### src/rtl/ram_1r1w_arb.sv
// Two-writer / two-reader round-robin front end for a 1R1W RAM with fixed read latency.
// Optional macro RAM_ARB_BYPASS_EN forwards same-cycle write data to a colliding read.
module ram_1r1w_arb #(
    parameter int NWORDS  = 1024,
    parameter int WORDSZ  = 32,
    parameter int ADDRSZ  = $clog2(NWORDS),
    parameter int RAM_LAT = 1
) (
    input  logic                  clk,
    input  logic                  rst,
    input  logic [1:0]            wr_valid,
    input  logic [2*ADDRSZ-1:0]   wr_addr,
    input  logic [2*WORDSZ-1:0]   wr_data,
    output logic [1:0]            wr_ready,
    input  logic [1:0]            rd_valid,
    input  logic [2*ADDRSZ-1:0]   rd_addr,
    output logic [1:0]            rd_ready,
    output logic                  rsp_valid,
    output logic                  rsp_id,
    output logic [WORDSZ-1:0]     rsp_data,
    output logic                  ram_we,
    output logic [ADDRSZ-1:0]     ram_waddr,
    output logic [WORDSZ-1:0]     ram_wdata,
    output logic                  ram_re,
    output logic [ADDRSZ-1:0]     ram_raddr,
    input  logic [WORDSZ-1:0]     ram_rdata
);

    logic                r_wptr;
    logic                r_rptr;
    logic [1:0]          w_wgnt;
    logic [1:0]          w_rgnt;
    logic [ADDRSZ-1:0]   w_waddr;
    logic [ADDRSZ-1:0]   w_raddr;
    logic [WORDSZ-1:0]   w_wdata;
    logic [WORDSZ-1:0]   w_rdata;
    logic [RAM_LAT:1]    r_vld_pipe;
    logic [RAM_LAT:1]    r_id_pipe;

    // Pointer names the winner on contention; a lone requester always wins.
    always_comb begin
        w_wgnt = 2'b00;
        w_rgnt = 2'b00;
        if (!rst) begin
            w_wgnt = (wr_valid == 2'b11) ? (r_wptr ? 2'b10 : 2'b01) : wr_valid;
            w_rgnt = (rd_valid == 2'b11) ? (r_rptr ? 2'b10 : 2'b01) : rd_valid;
        end
    end

    assign wr_ready = w_wgnt;
    assign rd_ready = w_rgnt;

    assign w_waddr = w_wgnt[1] ? wr_addr[2*ADDRSZ-1:ADDRSZ] : wr_addr[ADDRSZ-1:0];
    assign w_wdata = w_wgnt[1] ? wr_data[2*WORDSZ-1:WORDSZ] : wr_data[WORDSZ-1:0];
    assign w_raddr = w_rgnt[1] ? rd_addr[2*ADDRSZ-1:ADDRSZ] : rd_addr[ADDRSZ-1:0];

    assign ram_we    = |w_wgnt;
    assign ram_waddr = ram_we ? w_waddr : '0;
    assign ram_wdata = ram_we ? w_wdata : '0;
    assign ram_re    = |w_rgnt;
    assign ram_raddr = ram_re ? w_raddr : '0;

    always_ff @(posedge clk) begin
        if (rst) begin
            r_wptr <= 1'b0;
            r_rptr <= 1'b0;
        end else begin
            if (wr_valid == 2'b11) r_wptr <= ~r_wptr;
            if (rd_valid == 2'b11) r_rptr <= ~r_rptr;
        end
    end

    always_ff @(posedge clk) begin
        if (rst) begin
            r_vld_pipe <= '0;
            r_id_pipe  <= '0;
        end else begin
            r_vld_pipe[1] <= ram_re;
            r_id_pipe[1]  <= w_rgnt[1];
            for (int k = 2; k <= RAM_LAT; k++) begin
                r_vld_pipe[k] <= r_vld_pipe[k-1];
                r_id_pipe[k]  <= r_id_pipe[k-1];
            end
        end
    end

`ifdef RAM_ARB_BYPASS_EN
    logic                          w_col;
    logic [RAM_LAT:1]              r_col_pipe;
    logic [RAM_LAT:1][WORDSZ-1:0]  r_byp_pipe;

    // RAM is read-before-write, so a colliding read must take the new data from here.
    assign w_col = ram_we & ram_re & (w_waddr == w_raddr);

    always_ff @(posedge clk) begin
        if (rst) begin
            r_col_pipe <= '0;
            r_byp_pipe <= '0;
        end else begin
            r_col_pipe[1] <= w_col;
            r_byp_pipe[1] <= w_wdata;
            for (int k = 2; k <= RAM_LAT; k++) begin
                r_col_pipe[k] <= r_col_pipe[k-1];
                r_byp_pipe[k] <= r_byp_pipe[k-1];
            end
        end
    end

    assign w_rdata = r_col_pipe[RAM_LAT] ? r_byp_pipe[RAM_LAT] : ram_rdata;
`else
    assign w_rdata = ram_rdata;
`endif

    assign rsp_valid = r_vld_pipe[RAM_LAT] & ~rst;
    assign rsp_id    = rsp_valid & r_id_pipe[RAM_LAT];
    assign rsp_data  = rsp_valid ? w_rdata : '0;

endmodule

### config.mk
export PLATFORM = sky130hd
export DESIGN_NAME = ram_1r1w_arb
export DESIGN_NICKNAME = d
export VERILOG_FILES = /design/src/rtl/ram_1r1w_arb.sv
export SDC_FILE = /design/constraint.sdc
export NUM_CORES = 1
export LEC_CHECK = 0
export CORE_AREA = 2 2 91 93
export DETAILED_ROUTE_END_ITERATION = 12
export DIE_AREA = 0 0 93 95
export GPL_TIMING_DRIVEN = 0
export PLACE_DENSITY_LB_ADDON = 0.15
export REMOVE_ABC_BUFFERS = 1
export SLEW_MARGIN = 15
export SYNTH_ARGS = -nofsm -noshare
export SYNTH_HDL_FRONTEND = slang
export SYNTH_SLANG_ARGS = --single-unit
### constraint.sdc
create_clock -name clk -period 1.56 [get_ports clk]
set_input_delay 0.234 -clock clk [delete_from_list [all_inputs] [get_ports clk]]
set_output_delay 0.234 -clock clk [all_outputs]
set_load 0.02 [all_outputs]
==> metrics.csv <==
stage;metric;value;unit
outcome;failing checks;setup timing;
pwr;Tot Pwr;0.00155;W
timing;Rel. slew slack;0.805;
route;via count;2470;
worst_setup_path;Max stage delay on crit path;0.34;ns
die;die area;8840;sq um
clock_network;htree depth;1;
place;number of port buffers;233;
pwr;net load switching power;0.000591;W
worst_setup_path;Critical Path RT;1.33;ns
pwr;Max VDD drop;0.169;mV
global_routing;GRT Max-Usage Layer;met2;
timing;max-slew violations;0;
clock_network;clk_lat worst skew;0.21;ns
final_layout;final net count;573;
clock_network;CTS Root Cell;clkbuf_8;
worst_setup_path;WP data arrival;1.38;ns
timing;fin crit share;1.04;
clock_network;CTS tree;done;
worst_setup_path;Worst setup EP type;output pin;
place;GP Congestion;0.716;
route;Routed WL;9170;um
die;Starting Density;0.161;
pwr;PD cells;406;nW/um^2
global_routing;largest net degree at the start of global routing;33;
outcome;outcome;complete, but fails checks;
place;Setup WS pre-CTS;-1.54;ns
route;vias per cell;4.63;
die;Die H;95;um
global_routing;global-route met2 utilization;0.386;
clock_network;Clock Path Buffers;2;
timing;skew final;0.0000450;ns
synth;Yosys reg bits;4;
global_routing;initial antenna violation count;0;
timing;fmax;619;MHz
worst_setup_path;startpoint types;flip-flop;
global_routing;GRT Total Usage;0.191;
synth;Syn Area/Cell;6.67;sq um
route;drt wl/cell;17.2;um
hold_path;Hold/Removal Path Class;primary input to flip-flop;
timing;Tmin final;1.61;ns
synth;Synth Warn #;0;
final_layout;Inserted Diodes;0;
final_layout;footprint of the multi-input gates;1200;sq um
pwr;sequential share of power;0.077;
die;chip width;93;um
pwr;Sw Ratio;0.381;
clock_network;Worst-path clk slew;0.03;ns
route;Detailed Routing Iterations Pass 1;5;
final_layout;layout cells sized above 1;0.340;
synth;post-synthesis cell type count;16;
pwr;Clk pwr share;0.137;
job;max_cap viols;0;
worst_setup_path;worst setup path class;flip-flop to output pin;
clock_network;Sink Count;4;
synth;register area share after synthesis;0.0629;
timing;Worst Tran Pin Value;0.293;ns
final_layout;P&R area growth vs syn;200;%
timing;Setup violations, final;40;
die;core box area;7930;sq um
route;DRC viols;0;
worst_setup_path;CP Cell Sequence;nand2b_4, buf_12, a32oi_2, nor2_1, buf_2;
timing;Final WS setup;-0.0548;ns
worst_setup_path;CP max-delay cell;dfxtp_4;
place;DP HPWL;6160;um
global_routing;met1 Use GR;0.175;
final_layout;Filler Cell Count;813;
clock_network;cts bufs inserted;3;
timing;unrepaired setup endpoints after global routing;true;
global_routing;total gr overflow;0;
die;total I/O pin count;234;
clock_network;CTS Hold Bufs;0;
timing;hold violation total from the final report;0;
pwr;Gate power share;0.786;
final_layout;non-filler cells, final;534;
worst_setup_path;CP max FO;17;
global_routing;M3 GR Usage;0.0814;
synth;Cells after Synth;191;
timing;Setup TNS Final;-1.20;ns
route;remaining antenna violation count;0;
global_routing;vias in the first global route;2416;
place;dpl cells;505;
route;DR iter-0 viols;23;
synth;Post-Syn Area;1270;sq um
final_layout;register area;85.1;sq um
global_routing;first-pass GRT wire length;13000;um
die;FP Rows;33;
pwr;internal power component;0.000961;W
pwr;leakage dissipation;1.69;nW
[final cells by class]
| type | instances | share of cell area |
|---|---|---|
| tap | 105 | 0.0344 |
| clock buffer | 3 | 0.0108 |
| sequential | 4 | 0.0223 |
| multi-input combinational | 165 | 0.314 |
| timing repair buffer | 257 | 0.618 |
[synthesized netlist by cell type, drive strengths merged]
library cell	instances	area, sq um
a21boi	2	26.3
a32oi	52	455
and2	33	206
buf	19	171
clkbuf	8	30.0
dfxtp	4	80.1
nand2	4	15.0
nand2b	2	12.5
nor2	62	233
nor2b	3	26.3
xor2	2	17.5
[flip-flops by register name, summed over array words and instances (netlist names)]
register    count
r_vld_pipe      1
r_id_pipe       1
r_wptr          1
r_rptr          1
[power groups by stage]
stage,combinational (W),sequential [W],clock [W]
4_1_cts,0.00121,0.000119,0.000222
2_1_floorplan,0.000376,0.000116,0
5_1_grt,0.00130,0.000120,0.000234
6_report,0.00122,0.000119,0.000213
3_5_place_dp,0.00109,0.000117,0
3_3_place_gp,0.00107,0.000117,0
[per-stage QoR]
stage	instance area [sq um]	hold slack, ns	utilization
CTS	3930	0.328	0.495
detailed placement	3590	0.522	0.453
global route	3820	0.349	0.482
finish	3820	0.336	0.482
global placement	3540	0.509	0.446
floorplan	1070	0.306	-
[kinds of logic (layout without fill, tap and decap cells)]
family                 Yosys count  after routing  synth area share
AO/OA/AOI/OAI                   54             57             0.378
XOR/XNOR                         2              2            0.0138
buffers and inverters           27            260             0.158
flip-flops                       4              4            0.0629
AND/OR/NAND/NOR                104            106             0.387
[repair_timing]
item | CTS | global route
pin swaps | 8 | 16
resized for setup | 328 | 73
setup endpoints to repair | 92 | 89
setup buffers | 15 | 1
cloned | 10 | 0
[layer usage]
layer | part of all wire | routed length [um]
met5 | 0 | 0
met4 | 0.010 | 96
met3 | 0.13 | 1190
met2 | 0.53 | 4850
met1 | 0.33 | 3030
[path summary, 6_finish.rpt]
| check | from | endpoint | slack (ns) | cells after the start |
|---|---|---|---|---|
| max | r_wptr$_SDFFE_PP0N_ | ram_wdata[20] | -0.05 | 5 |
| min reg2reg | r_rptr$_SDFFE_PP0N_ | r_rptr$_SDFFE_PP0N_ | 0.57 | 2 |
| min | rst | r_wptr$_SDFFE_PP0N_ | 0.34 | 2 |
| max reg2reg | r_rptr$_SDFFE_PP0N_ | r_id_pipe$_SDFF_PP0_ | 0.74 | 3 |
[worst max-delay path: cells and delay by family (launching register included)]
family	cells	cell delay, ns
buffers and inverters	2	0.35
flip-flops	1	0.34
AND/OR/NAND/NOR	2	0.27
AO/OA/AOI/OAI	1	0.21
[layout by cell type (no fill, tap or decap), types with 5 or more instances in the layout]
cell type,synthesis,final
a32oi_1,52,39
a32oi_2,0,13
nor2_1,62,62
clkbuf_2,0,30
a21boi_4,1,5
and2_1,33,33
buf_4,0,34
clkdlybuf4s50_1,0,136
buf_12,0,9
buf_2,8,34
Note: power is estimated with default switching activity, not from simulation.
